<file path="src/rtl/cpu_ctrl_fsm_v2.sv">
// Multi-cycle CPU control FSM: fetch, decode, ALU/MOV/LDR/STR/branch sequencing.
// Memory waits are bounded by MEM_TIMEOUT; HALT and ERR are left only through reset.
//
// state    | meaning
// RST      | reset PC
// IF       | fetch, wait for mem_ready
// UPD_PC   | PC <= PC+1
// DECODE   | dispatch on {opcode,op}
// GET_A..WR_REG       | ALU op (CMP skips write)
// MOV_IMM, MOV1..MOV3 | move immediate / register
// MEM_A..ST_WAIT      | LDR/STR address, wait, writeback
// BR, BL_LINK         | conditional branch, branch-and-link
// BX_B, BX_C, BX_PC   | branch to register
// HALT, ERR           | absorbing
module cpu_ctrl_fsm_v2 #(
  parameter int MEM_TIMEOUT = 15,
  parameter bit BRANCH_EN   = 1'b1
) (
  input  logic       clk,
  input  logic       reset,
  input  logic [2:0] opcode,
  input  logic [1:0] op,
  input  logic [2:0] cond,
  input  logic       N,
  input  logic       V,
  input  logic       Z,
  input  logic       mem_ready,
  output logic       loada,
  output logic       loadb,
  output logic       asel,
  output logic       bsel,
  output logic       loadc,
  output logic       loads,
  output logic       write,
  output logic       load_ir,
  output logic       load_pc,
  output logic       reset_pc,
  output logic       addr_sel,
  output logic       load_addr,
  output logic [2:0] nsel,
  output logic [3:0] vsel,
  output logic [1:0] mem_cmd,
  output logic [1:0] pc_sel,
  output logic       halted,
  output logic       err
);

  typedef enum logic [4:0] {
    S_RST, S_IF, S_UPD_PC, S_DECODE,
    S_GET_A, S_GET_B, S_ALU, S_WR_REG,
    S_MOV_IMM, S_MOV1, S_MOV2, S_MOV3,
    S_MEM_A, S_MEM_ADD, S_MEM_ADDR, S_LD_WAIT, S_LD_WB, S_ST_B, S_ST_WAIT,
    S_BR, S_BL_LINK, S_BX_B, S_BX_C, S_BX_PC,
    S_HALT, S_ERR
  } state_t;

  localparam logic [7:0] TMO_LAST = 8'(MEM_TIMEOUT - 1);

  state_t     state, state_nx;
  logic [7:0] wait_cnt;
  logic       waiting;
  logic       wait_tmo;
  logic       br_legal;
  logic       br_taken;

  assign waiting  = (state == S_IF) || (state == S_LD_WAIT) || (state == S_ST_WAIT);
  assign wait_tmo = (wait_cnt == TMO_LAST);
  assign br_legal = (cond <= 3'b100);

  always_comb begin
    br_taken = 1'b0;
    case (cond)
      3'b000:  br_taken = 1'b1;
      3'b001:  br_taken = Z;
      3'b010:  br_taken = !Z;
      3'b011:  br_taken = (N != V);
      3'b100:  br_taken = (N != V) || Z;
      default: br_taken = 1'b0;
    endcase
  end

  // Counter restarts on every state change so each wait state gets a fresh budget.
  always_ff @(posedge clk) begin
    if (!reset) begin
      state    <= S_RST;
      wait_cnt <= '0;
    end else begin
      state <= state_nx;
      if (state_nx != state)
        wait_cnt <= '0;
      else if (waiting && !mem_ready)
        wait_cnt <= wait_cnt + 8'd1;
    end
  end

  always_comb begin
    state_nx = state;
    unique case (state)
      S_RST:      state_nx = S_IF;
      S_IF:       if (mem_ready) state_nx = S_UPD_PC;
                  else if (wait_tmo) state_nx = S_ERR;
      S_UPD_PC:   state_nx = S_DECODE;
      S_DECODE: begin
        casez ({opcode, op})
          5'b11010: state_nx = S_MOV_IMM;
          5'b11000: state_nx = S_MOV1;
          5'b101??: state_nx = S_GET_A;
          5'b01100: state_nx = S_MEM_A;
          5'b10000: state_nx = S_MEM_A;
          5'b111??: state_nx = S_HALT;
          5'b00100: state_nx = BRANCH_EN ? S_BR      : S_ERR;
          5'b01011: state_nx = BRANCH_EN ? S_BL_LINK : S_ERR;
          5'b01000: state_nx = BRANCH_EN ? S_BX_B    : S_ERR;
          default:  state_nx = S_ERR;
        endcase
      end
      S_GET_A:    state_nx = S_GET_B;
      S_GET_B:    state_nx = S_ALU;
      S_ALU:      state_nx = S_WR_REG;
      S_WR_REG:   state_nx = S_IF;
      S_MOV_IMM:  state_nx = S_IF;
      S_MOV1:     state_nx = S_MOV2;
      S_MOV2:     state_nx = S_MOV3;
      S_MOV3:     state_nx = S_IF;
      S_MEM_A:    state_nx = S_MEM_ADD;
      S_MEM_ADD:  state_nx = S_MEM_ADDR;
      S_MEM_ADDR: state_nx = (opcode == 3'b011) ? S_LD_WAIT : S_ST_B;
      S_LD_WAIT:  if (mem_ready) state_nx = S_LD_WB;
                  else if (wait_tmo) state_nx = S_ERR;
      S_LD_WB:    state_nx = S_IF;
      S_ST_B:     state_nx = S_ST_WAIT;
      S_ST_WAIT:  if (mem_ready) state_nx = S_IF;
                  else if (wait_tmo) state_nx = S_ERR;
      S_BR:       state_nx = br_legal ? S_IF : S_ERR;
      S_BL_LINK:  state_nx = S_IF;
      S_BX_B:     state_nx = S_BX_C;
      S_BX_C:     state_nx = S_BX_PC;
      S_BX_PC:    state_nx = S_IF;
      S_HALT:     state_nx = S_HALT;
      S_ERR:      state_nx = S_ERR;
      default:    state_nx = S_ERR;
    endcase
  end

  always_comb begin
    loada = 1'b0; loadb = 1'b0; asel = 1'b0; bsel = 1'b0;
    loadc = 1'b0; loads = 1'b0; write = 1'b0; load_ir = 1'b0;
    load_pc = 1'b0; reset_pc = 1'b0; addr_sel = 1'b0; load_addr = 1'b0;
    nsel = 3'b000; vsel = 4'b0000; mem_cmd = 2'b00; pc_sel = 2'b00;
    halted = 1'b0; err = 1'b0;
    unique case (state)
      S_RST:      begin reset_pc = 1'b1; load_pc = 1'b1; end
      S_IF:       begin addr_sel = 1'b1; mem_cmd = 2'b01; load_ir = mem_ready; end
      S_UPD_PC:   begin load_pc = 1'b1; pc_sel = 2'b00; end
      S_DECODE:   ;
      S_GET_A:    begin nsel = 3'b100; loada = 1'b1; end
      S_GET_B:    begin nsel = 3'b001; loadb = 1'b1; end
      S_ALU:      begin loadc = 1'b1; loads = 1'b1; end
      S_WR_REG: begin
        if (op != 2'b01) begin
          nsel = 3'b010; vsel = 4'b0001; write = 1'b1;
        end
      end
      S_MOV_IMM:  begin nsel = 3'b100; vsel = 4'b0100; write = 1'b1; end
      S_MOV1:     begin nsel = 3'b001; loadb = 1'b1; end
      S_MOV2:     begin asel = 1'b1; loadc = 1'b1; end
      S_MOV3:     begin nsel = 3'b010; vsel = 4'b0001; write = 1'b1; end
      S_MEM_A:    begin nsel = 3'b100; loada = 1'b1; end
      S_MEM_ADD:  begin bsel = 1'b1; loadc = 1'b1; end
      S_MEM_ADDR: load_addr = 1'b1;
      S_LD_WAIT:  mem_cmd = 2'b01;
      S_LD_WB:    begin nsel = 3'b010; vsel = 4'b1000; write = 1'b1; end
      S_ST_B:     begin nsel = 3'b010; loadb = 1'b1; end
      S_ST_WAIT:  begin mem_cmd = 2'b10; asel = 1'b1; loadc = 1'b1; end
      S_BR: begin
        if (br_legal && br_taken) begin
          load_pc = 1'b1; pc_sel = 2'b01;
        end
      end
      S_BL_LINK: begin
        nsel = 3'b100; vsel = 4'b0010; write = 1'b1;
        load_pc = 1'b1; pc_sel = 2'b01;
      end
      S_BX_B:     begin nsel = 3'b010; loadb = 1'b1; end
      S_BX_C:     begin asel = 1'b1; loadc = 1'b1; end
      S_BX_PC:    begin load_pc = 1'b1; pc_sel = 2'b10; end
      S_HALT:     halted = 1'b1;
      S_ERR:      err = 1'b1;
      default:    err = 1'b1;
    endcase
  end

endmodule

</file>
<file path="config.mk">
export PLATFORM = sky130hd
export DESIGN_NAME = cpu_ctrl_fsm_v2
export DESIGN_NICKNAME = d
export VERILOG_FILES = /design/src/rtl/cpu_ctrl_fsm_v2.sv
export SDC_FILE = /design/constraint.sdc
export NUM_CORES = 1
export LEC_CHECK = 0
export ABC_AREA = 1
export BUFFER_PORTS_ARGS = -buffer_cell sky130_fd_sc_hd__buf_2
export CAP_MARGIN = 20
export CELL_PAD_IN_SITES_DETAIL_PLACEMENT = 1
export CELL_PAD_IN_SITES_GLOBAL_PLACEMENT = 1
export CORE_MARGIN = 2
export CORE_UTILIZATION = 32
export CTS_CLUSTER_SIZE = 14
export DETAILED_ROUTE_END_ITERATION = 16
export PLACE_DENSITY_LB_ADDON = 0.1
export SLEW_MARGIN = 20
export SYNTH_ARGS = -nofsm -noshare
export SYNTH_HDL_FRONTEND = slang
export SYNTH_SLANG_ARGS = --single-unit
</file>
<file path="constraint.sdc">
create_clock -name clk -period 1.7 [get_ports clk]
set_input_delay 0.34 -clock clk [delete_from_list [all_inputs] [get_ports clk]]
set_output_delay 0.34 -clock clk [all_outputs]
set_load 0.03 [all_outputs]
</file>
==> flow_summary.yaml, run 1 <==
placement:
  hpwlAfterDp_um: 5030
  globalplace.congestion: 0.838
  io_buffer_count: 38
  dpl-instance-area_mm2: 0.00241
synthesis:
  syn-cell-area_mm2: 0.00156
  synthCells: 282
  syn_nets: 298
  yosysSeqAreaShare_pct: 16.6
  synth.most_common_cell: "nand2_1"
  synth.top_cells.by_count: "nand2_1, nor2_1, nand3_1"
  synth_warnings: 0
  synthSimpleGateAreaFrac_pct: 57.4
  ys.flop_type: "dfxtp_1"
  synth-edff-count: 0
  ys_ff_latch: 13
  synth.area.top_cells: "nand2_1, dfxtp_1, nand3_1"
  synthArstFlopShare_pct: 0
  synth.distinct_cells: 29
  syn_area_per_cell_um2: 5.55
  synth-xor-area-share_pct: 4.48
  synth_mux_area_share_pct: 0.720
  yosysTopAreaCell: "nand2_1"
  synth-compound-area-share_pct: 6.40
  synth_top_family_by_area: "simple AND/OR/NAND/NOR gates"
  yosysTopAreaCellShare_pct: 18.7
  synth_fa_ha_area_share_pct: 1.60
run_status:
  lastStage: "5_1_grt"
  error: "[ERROR DPL-0033] detailed placement checks failed during check placement."
  status: "aborted with a tool error"
clock_tree:
  cts_root_buf: "clkbuf_8"
  clockBufferDepth: 2
  clock-sinks: 13
  ctsHoldBuffers: 0
  htreeDepth: 1
  cts_buffers: 3
die:
  initial_core_util_pct: 33.1
  pin_count: 39
  die_width_um: 73.9
  fp-row-count: 25
  die_y_um: 73.9
sta:
  endpoint_type: "top-level output"
  postGrtWorstEndpoint: "load_pc"
grt:
  grt_max_degree: 14
  antenna_found_initial: 0
==> cells by family after synthesis <==
family / Yosys count
simple gates: 196
buf+inv: 47
compound gates: 15
flops: 13
xor+xnor: 8
fa+ha+maj: 2
mux: 1
==> through the flow <==
step | setup slack, ps | util [%] | TNS (ps) | cells
floorplan | -55.3 | - | -111 | 282
detailed placement | -443 | 51.0 | -5410 | 458
global placement | -318 | 51.0 | -3910 | 458
CTS | -177 | 61.6 | -3500 | 477
==> repair_timing <==
item / in CTS
setup endpoints to repair: 36
resized for setup: 104
buffers inserted: 15
pin swaps: 18
==> run 2: changes to the inputs <==
--- a/config.mk
+++ b/config.mk
@@ -8,13 +8,10 @@
 export ABC_AREA = 1
 export BUFFER_PORTS_ARGS = -buffer_cell sky130_fd_sc_hd__buf_2
 export CAP_MARGIN = 20
-export CELL_PAD_IN_SITES_DETAIL_PLACEMENT = 1
-export CELL_PAD_IN_SITES_GLOBAL_PLACEMENT = 1
 export CORE_MARGIN = 2
-export CORE_UTILIZATION = 32
-export CTS_CLUSTER_SIZE = 14
+export CORE_UTILIZATION = 25
 export DETAILED_ROUTE_END_ITERATION = 16
-export PLACE_DENSITY_LB_ADDON = 0.1
+export PLACE_DENSITY_LB_ADDON = 0.15
 export SLEW_MARGIN = 20
 export SYNTH_ARGS = -nofsm -noshare
 export SYNTH_HDL_FRONTEND = slang
==> constraint.sdc (replaced) <==
create_clock -name clk -period 2.2 [get_ports clk]
set_input_delay 0.44 -clock clk [delete_from_list [all_inputs] [get_ports clk]]
set_output_delay 0.44 -clock clk [all_outputs]
set_load 0.03 [all_outputs]
==> run 2 against run 1 <==
Against the previous run: the flow now finishes without violations; area after synthesis stayed put; synthesized cell count stayed put.
==> flow_summary.yaml, run 2 <==
run_status:
  status: "complete, no violations"
cells_and_area:
  nNetsFinal: 345
  mostFrequentLayoutCells: "nand2_1, nand3_1, nor2_1"
  drive_above_1_share_pct: 27.4
  regMostFlops: "wait_cnt"
  final_cell_area_mm2: 0.00197
  antenna_cells: 0
  reg_top3: "wait_cnt (8), state (5)"
  layout_commonest_cell: "nand2_1"
  syn2layout_area_growth_pct: 26.1
  largest_reg_flops: 8
critical_path:
  crit_path_cell_trace: "buf_4, nand2_1, nor2_2, nand2_1, nand2_1, inv_1, nand3_1, buf_2"
  required_ps: 1760
  crit_fanout: 7
  slowest_delay_ps: 430
  cp_common_cell: "nand2_1"
  cp-start-kind: "flop"
  path_class: "reg -> out"
  critPathSlowestCell: "dfxtp_2"
  path_buf_inv: 3
  cp-end-kind: "primary output"
  arrival_ps: 1580
  path_delay_family: "simple AND/OR/NAND/NOR gates"
clock_tree:
  cts_root_buf: "clkbuf_8"
  cts_buffers: 3
  cts_tree: "built"
  clock-sinks: 13
  ctsHoldBuffers: 0
  clk_pin_slew_ps: 60
  htreeDepth: 1
  clk_latency_ps: 240
  clockBufferDepth: 2
sta:
  worstMarginPinSlew_ps: 332
  slew_viol_final: 0
  finClkSkew_ps: 0.502
  setup_violations: 0
  max_freq_ghz: 0.494
  finalSetupTns_ps: 0
  hold_violations: 0
  finalCriticalPeriod_ps: 2020
  relSlewSlack_pct: 77.8
  fin_crit_sh_pct: 92.0
  rsz0062_at_grt: "false"
routing:
  wl_per_cell_um: 11.7
  firstDrtPassIters: 5
  initialDrtViolationCount: 94
  drc: 0
  wirelength_um: 4720
  ant_nets: 0
  viasPerCell: 4.59
  vias: 1850
synthesis:
  yosysSeqAreaShare_pct: 16.6
  synth.distinct_cells: 29
  synth_warnings: 0
  syn_area_per_cell_um2: 5.55
  ys.flop_type: "dfxtp_1"
  synth.most_common_cell: "nand2_1"
  synth.area.top_cells: "nand2_1, dfxtp_1, nand3_1"
  ys_ff_latch: 13
  synth-edff-count: 0
  synth.top_cells.by_count: "nand2_1, nor2_1, nand3_1"
  syn-cell-area_mm2: 0.00156
  syn_nets: 298
  yosysTopAreaCellShare_pct: 18.7
  synthCells: 282
  yosysTopAreaCell: "nand2_1"
  synthArstFlopShare_pct: 0
power:
  max-vdd-ir-drop_uv: 542
  p_leak_nw: 1.19
  p_per_area_mw_per_mm2: 820
placement:
  dpl-instance-area_mm2: 0.00188
  globalplace.congestion: 0.854
  hpwlAfterDp_um: 3940
  io_buffer_count: 38
die:
  die_width_um: 83.1
  fp-row-count: 28
  die_y_um: 83.1
  pin_count: 39
  core_area_mm2: 0.00599
  initial_core_util_pct: 26.1
  dieArea_mm2: 0.00690
hold_path:
  hold_class: "in -> reg"
grt:
  grt-ovfl-total: 0
  grt_pass1_wl_um: 8160
  grt_max_degree: 15
  antenna_found_initial: 0
  track_usage_pct: 14.0
  grt_pass1_vias: 1770
run:
  maxCapViolCount: 0
## run 2: cell counts after synthesis
Identical to the previous run, type by type.
## run 2: layout make-up
type                       instances  area, um2
clock buffer                       4       45.0
fill                             681       4020
inverter                          41        155
multi-input combinational        222       1140
sequential                        13        268
tap                               75       93.8
timing repair buffer              48        265
## run 2: timing repair
action,in CTS,in global routing
setup buffers,0,0
endpoints found under the setup margin,0,15
gates resized for setup,0,16
## run 2: worst reg2reg max path, delay by kind of cell, from the launching register on
family	cells	cell delay [ps]
buffers and inverters	4	370
AND/OR/NAND/NOR	12	1030
flip-flops	1	330
adder cells (fa/ha/maj)	1	140
## run 2: logic make-up (layout without fill, tap and decap cells)
| group | count (synthesis) | after routing | share of synthesized area (%) |
|---|---|---|---|
| adders and majority gates | 2 | 2 | 1.60 |
| muxes | 1 | 1 | 0.720 |
| DFF | 13 | 13 | 16.6 |
| and+or+nand+nor | 196 | 196 | 57.4 |
| buffers and inverters | 47 | 93 | 12.7 |
| xor gates and xnor gates | 8 | 8 | 4.48 |
| AOI/OAI and AO/OA | 15 | 15 | 6.40 |
## run 2: through the flow
| step | worst slack [ps] | hold slack (ps) | util, % | instances | total power [mW] |
|---|---|---|---|---|---|
| 3_3_place_gp | 149 | 526 | 31.5 | 399 | 1.37 |
| 5_1_grt | 3.67 | 469 | 32.9 | 403 | 1.77 |
| 4_1_cts | 7.69 | 437 | 32.2 | 403 | 1.57 |
| 2_1_floorplan | 301 | 506 | - | 282 | 1.09 |
| 6_report | 177 | 439 | 32.9 | 403 | 1.62 |
| 3_5_place_dp | 169 | 532 | 31.5 | 399 | 1.35 |
## run 2: power breakdown
part / internal, mW / switching (mW)
Sequential: 0.270 / 0.0592
Clock: 0.128 / 0.0887
Combinational: 0.326 / 0.744
## run 2: routing by layer
| layer | wire [um] | global-route usage [%] |
|---|---|---|
| met5 | 0 | 0 |
| met1 | 2240 | 17.9 |
| met3 | 184 | 1.99 |
| met2 | 2220 | 24.4 |
| met4 | 73 | 3.58 |
## run 2: worst paths after layout
path,start,to,slack (ps),cells after the start
setup / recovery,state[3],write,180,8
hold reg to reg,wait_cnt[0],wait_cnt[0],530,2
hold / removal,reset,state[2],440,3
setup reg to reg,wait_cnt[0],wait_cnt[7],260,17
Power figures use the tool's default switching activity.
==> run 3: changes to the inputs <==
--- a/config.mk
+++ b/config.mk
@@ -8,9 +8,10 @@
 export ABC_AREA = 1
 export BUFFER_PORTS_ARGS = -buffer_cell sky130_fd_sc_hd__buf_2
 export CAP_MARGIN = 20
-export CORE_MARGIN = 2
-export CORE_UTILIZATION = 25
+export CORE_AREA = 2 2 63 65
+export CTS_CLUSTER_SIZE = 25
 export DETAILED_ROUTE_END_ITERATION = 16
+export DIE_AREA = 0 0 65 67
 export PLACE_DENSITY_LB_ADDON = 0.15
 export SLEW_MARGIN = 20
 export SYNTH_ARGS = -nofsm -noshare
==> run 3 against run 2 <==
Against the previous run: register-to-register slack barely moved; fmax fell by 0.99%; non-clock buffer count decreased by 6; cell count fell by 8.2%; sequential share of layout area rose by 0.68 points; total power is 5.3% lower; via count is 2.1% lower; first-iteration DRC count is 61% higher; die area down 37%; flip-flop and latch count did not move; setup slack worse by 20 ps; highest routed layer unchanged; combinational power is 7% lower.
==> flow_summary.yaml, run 3 (synthesized netlist as in run 2, its figures left out) <==
run_status:
  status: "complete, no violations"
grt:
  grt-ovfl-total: 0
  track_usage_pct: 19.7
  antenna_found_initial: 0
  grt_max_degree: 15
  grt_pass1_wl_um: 6820
  grt_pass1_vias: 1578
routing:
  drc: 0
  wl_per_cell_um: 11.2
  viasPerCell: 4.89
  ant_nets: 0
  vias: 1811
  initialDrtViolationCount: 151
  firstDrtPassIters: 4
  wirelength_um: 4130
power:
  p_leak_nw: 1.15
  p_per_area_mw_per_mm2: 822
  max-vdd-ir-drop_uv: 472
sta:
  timing.final.ws_setup_ps: 156
  worstMarginPinSlew_ps: 370
  relSlewSlack_pct: 75.3
  max_freq_ghz: 0.489
  rsz0062_at_grt: "false"
  finalCriticalPeriod_ps: 2040
  setup_violations: 0
  slew_viol_final: 0
  fin_crit_sh_pct: 92.9
  finalSetupTns_ps: 0
  hold_violations: 0
  finClkSkew_ps: 2.88
clock_tree:
  htreeDepth: 1
  clock-sinks: 13
  cts_tree: "built"
  clockBufferDepth: 2
  cts_root_buf: "clkbuf_8"
  clk_pin_slew_ps: 50
  cts_buffers: 3
  clk_latency_ps: 240
die:
  fp-row-count: 22
  pin_count: 39
  die_width_um: 65
  initial_core_util_pct: 43.4
  core_area_mm2: 0.00361
  dieArea_mm2: 0.00436
  die_y_um: 67
critical_path:
  arrival_ps: 1600
  required_ps: 1760
  reg2reg_to: "wait_cnt[2]"
  reg2reg_from: "state[3]"
  r2r_setup_slack_ps: 270
  r2r_cells: 13
  cp-end-kind: "primary output"
  cp-start-kind: "flop"
  path_class: "reg -> out"
  crit_fanout: 6
placement:
  dp_worst_setup_slack_ps: 153
  globalplace.congestion: 0.946
  io_buffer_count: 38
  dp.cells: 366
  hpwlAfterDp_um: 3440
cells_and_area:
  nFillCells: 418
  regMostFlops: "wait_cnt"
  mostFrequentLayoutCells: "nand2_1, nor2_1, nand3_1"
  nNetsFinal: 339
  reg_top3: "wait_cnt (8), state (5)"
  layout_commonest_cell: "nand2_1"
  syn2layout_area_growth_pct: 19.0
  layout.cells.non_filler: 370
  largest_reg_flops: 8
  drive_above_1_share_pct: 23.6
  antenna_cells: 0
run:
  maxCapViolCount: 0
hold_path:
  hold_end: "state[2]"
  hold_start: "reset"
  worst_hold_path.num_cells: 3
  hold_class: "in -> reg"
## run 3: power breakdown
| part | leakage [nW] | switching, mW | total, mW | internal, mW |
|---|---|---|---|---|
| logic | 1.02 | 0.696 | 0.995 | 0.299 |
| registers | 0.107 | 0.0557 | 0.323 | 0.267 |
| clock network | 0.0228 | 0.0841 | 0.212 | 0.128 |
## run 3: final cells by class
class / instances / area, um2 / share of cell area [%]
flip-flops and latches: 13 / 265 / 14.3
inverters: 41 / 155 / 8.34
clock buffers: 4 / 45.0 / 2.42
repair buffers: 42 / 220 / 11.8
well taps: 48 / 60.1 / 3.23
multi-input cells: 222 / 1110 / 59.9
## run 3: critical path, cell delays in order (launching register included)
cell,delay (ps)
dfxtp_1,400
inv_1,100
nor2_2,250
nand3_2,180
nand3_1,140
nand3b_1,100
buf_2,190
## run 3: per-layer routing
layer  up-vias  wire length (um)  global-route usage (%)  share of wire (%)
li1        977                 -                       -                  -
met1       767              1990                    25.0                 48
met2        57              1800                    33.8                 44
met3        10               210                    2.70                5.1
met4         0               126                    7.71                3.1
met5         -                 0                       0                  0
## run 3: what timing repair did
action                                  4_1_cts  5_1_grt
setup buffers                                 0        0
resized for setup                             1        4
hold buffers                                  0        0
endpoints found under the setup margin        4       13
pin swaps                                     0        0
## run 3: how the worst max path moves through the flow
stage               startpoint          end  slack (ps)  cells after the start
floorplan             state[2]      nsel[2]         300                      6
global placement      state[2]  wait_cnt[0]         140                     14
detailed placement    state[2]  wait_cnt[2]         150                     14
CTS                   state[2]        write         100                      7
global route          state[3]  wait_cnt[6]           7                     14
finish                state[1]        loadc         160                      6
## run 3: metrics by stage
step	hold slack, ps	cell area [um2]	power, mW	util [%]
6_report	421	1860	1.53	51.6
3_3_place_gp	533	1810	1.33	50.1
5_1_grt	440	1860	1.66	51.6
4_1_cts	421	1850	1.53	51.4
3_5_place_dp	531	1810	1.32	50.1
2_1_floorplan	506	1570	1.09	-
==> run 4: changes to the inputs <==
--- a/config.mk
+++ b/config.mk
@@ -13,6 +13,7 @@
 export DETAILED_ROUTE_END_ITERATION = 16
 export DIE_AREA = 0 0 65 67
 export PLACE_DENSITY_LB_ADDON = 0.15
+export SETUP_SLACK_MARGIN = 0.5
 export SLEW_MARGIN = 20
 export SYNTH_ARGS = -nofsm -noshare
 export SYNTH_HDL_FRONTEND = slang
==> constraint.sdc (replaced) <==
create_clock -name clk -period 1.65 [get_ports clk]
set_input_delay 0.33 -clock clk [delete_from_list [all_inputs] [get_ports clk]]
set_output_delay 0.33 -clock clk [all_outputs]
set_load 0.03 [all_outputs]
==> run 4 against run 3 <==
Against the previous run: the flow now finishes with violations (setup timing); worst hold slack lost 94 ps; flip-flop and latch count stayed put; combinational power rose to 3.0 times the previous value; first-iteration DRC count increased to 3.0 times the previous value; die area is the same; via count increased by 60%; utilization grew 40 points; clock power rose by 36%; setup slack got worse by 660 ps; non-clock buffer count grew 97; register-to-register slack got worse by 770 ps; clock skew decreased by 2.2 ps; critical path type is now reg -> reg; largest power group unchanged.
==> flow_summary.yaml, run 4 (synthesized netlist as in run 2, its figures left out) <==
die:
  fp-row-count: 22
  die_y_um: 67
  pin_count: 39
  dieArea_mm2: 0.00436
  initial_core_util_pct: 43.4
  core_area_mm2: 0.00361
  die_width_um: 65
cells_and_area:
  largest_reg_flops: 8
  multi_input_area_mm2: 0.00151
  nFillCells: 132
  drive_above_1_share_pct: 61.1
  nNetsFinal: 436
  ff_latch_area_um2: 280
  mostFrequentLayoutCells: "buf_4, nand2_1, buf_6"
  regMostFlops: "wait_cnt"
  layout_commonest_cell: "buf_4"
  antenna_cells: 0
  syn2layout_area_growth_pct: 111
  reg_top3: "wait_cnt (8), state (5)"
power:
  p_per_area_mw_per_mm2: 1140
  max-vdd-ir-drop_uv: 1070
  finalPower_mw: 3.78
  p_leak_nw: 1.73
grt:
  antenna_found_initial: 0
  grt-ovfl-total: 0
  grt_pass1_vias: 2462
  track_usage_pct: 32.4
  grt_pass1_wl_um: 10900
  grt_max_degree: 15
critical_path:
  cp_common_cell: "nand2_1"
  cp-start-kind: "flop"
  crit_fanout: 8
  crit_path_cell_trace: "buf_6, nand2_4, nor2_4, nand2_2, nand2_1, nor2_1, nand3_2, nor2_4, nand3_1, nand2_1, nand2_1, nor2_2, nand2_4, nor2_1"
  reg2reg_from: "state[3]"
  path_buf_inv: 1
  cp-end-kind: "flop"
  slowest_delay_ps: 360
  arrival_ps: 2330
  path_class: "reg -> reg"
  required_ps: 1830
  path_delay_family: "simple AND/OR/NAND/NOR gates"
  cp-startpoint: "state[3]"
  critPathSlowestCell: "dfxtp_4"
sta:
  fin_crit_sh_pct: 130
  setup_violations: 38
  finClkSkew_ps: 0.634
  max_freq_ghz: 0.465
  timing.final.ws_setup_ps: -501
  hold_violations: 0
  rsz0062_at_grt: "true"
  relSlewSlack_pct: 64.8
  finalCriticalPeriod_ps: 2150
  slew_viol_final: 0
  worstMarginPinSlew_ps: 526
hold_path:
  hold_class: "in -> reg"
  hold_start: "reset"
routing:
  wirelength_um: 9670
  vias: 2895
  wl_per_cell_um: 20.7
  ant_nets: 0
  viasPerCell: 6.20
  firstDrtPassIters: 6
  drc: 0
  initialDrtViolationCount: 455
clock_tree:
  cts_tree: "built"
  clock-sinks: 13
  clk_pin_slew_ps: 50
  cts_buffers: 3
  cts_root_buf: "clkbuf_8"
  htreeDepth: 1
  clockBufferDepth: 2
  clk_latency_ps: 250
run_status:
  violations: "setup timing"
  status: "finished with violations"
placement:
  io_buffer_count: 38
  globalplace.congestion: 0.921
  dp_worst_setup_slack_ps: -278
  hpwlAfterDp_um: 4000
run:
  maxCapViolCount: 0
-- run 4: cell types whose count changed in the layout (fill, tap and decap cells not counted), sizes merged --
cell | before | now
clkbuf | 4 | 5
clkinvlp | 0 | 1
buf | 42 | 138
inv | 40 | 39
-- run 4: worst reg2reg max path, delay by kind of cell, from the launching register on --
| kind | cells | cell delay [ps] |
|---|---|---|
| flops | 1 | 360 |
| simple gates | 13 | 1600 |
| buf+inv | 1 | 140 |
-- run 4: worst paths after layout --
check | end | slack, ps | cells past startpoint
worst min register to register | wait_cnt[7] | 560 | 3
worst max register to register | wait_cnt[0] | -500 | 14
worst max-delay path | wait_cnt[0] | -500 | 14
worst min-delay path | state[2] | 330 | 3
-- run 4: final cells by class --
cell class                 count  area share (%)
clock buffer                   4            1.36
multi-input combinational    222            45.7
inverter                      41            5.68
tap                           48            1.82
sequential                    13            8.48
timing repair buffer         139            37.0
-- run 4: what timing repair did --
item	4_1_cts	5_1_grt
setup endpoints to repair	38	38
gates cloned	0	1
pin swaps	20	29
hold buffers	0	0
setup buffers	15	11
gates resized for setup	114	54
-- run 4: through the flow --
| step | area (um2) | std cells | hold WS, ps | utilization [%] | setup TNS [ps] |
|---|---|---|---|---|---|
| final | 3310 | 467 | 327 | 91.7 | -10390 |
| after global routing | 3310 | 467 | 316 | 91.7 | -12620 |
| after CTS | 3020 | 455 | 315 | 83.7 | -3740 |
| after detailed placement | 2480 | 436 | 533 | 68.8 | -2740 |
| after global placement | 2480 | 436 | 521 | 68.8 | -2360 |
| after floorplan | 1730 | 282 | 428 | - | 0 |
-- run 4: power breakdown --
part	leakage [nW]	switching, mW	internal, mW
clock network	0.0228	0.117	0.171
logic	1.60	1.74	1.29
registers	0.109	0.0941	0.369
-- run 4: metal layers --
layer,routed length [um],share of wire [%],up-vias,track usage (%)
li1,-,-,1183,-
met5,0,0,-,0
met3,1130,12,111,3.72
met1,3260,34,1301,35.0
met2,4310,45,300,61.5
met4,968,10,0,16.8
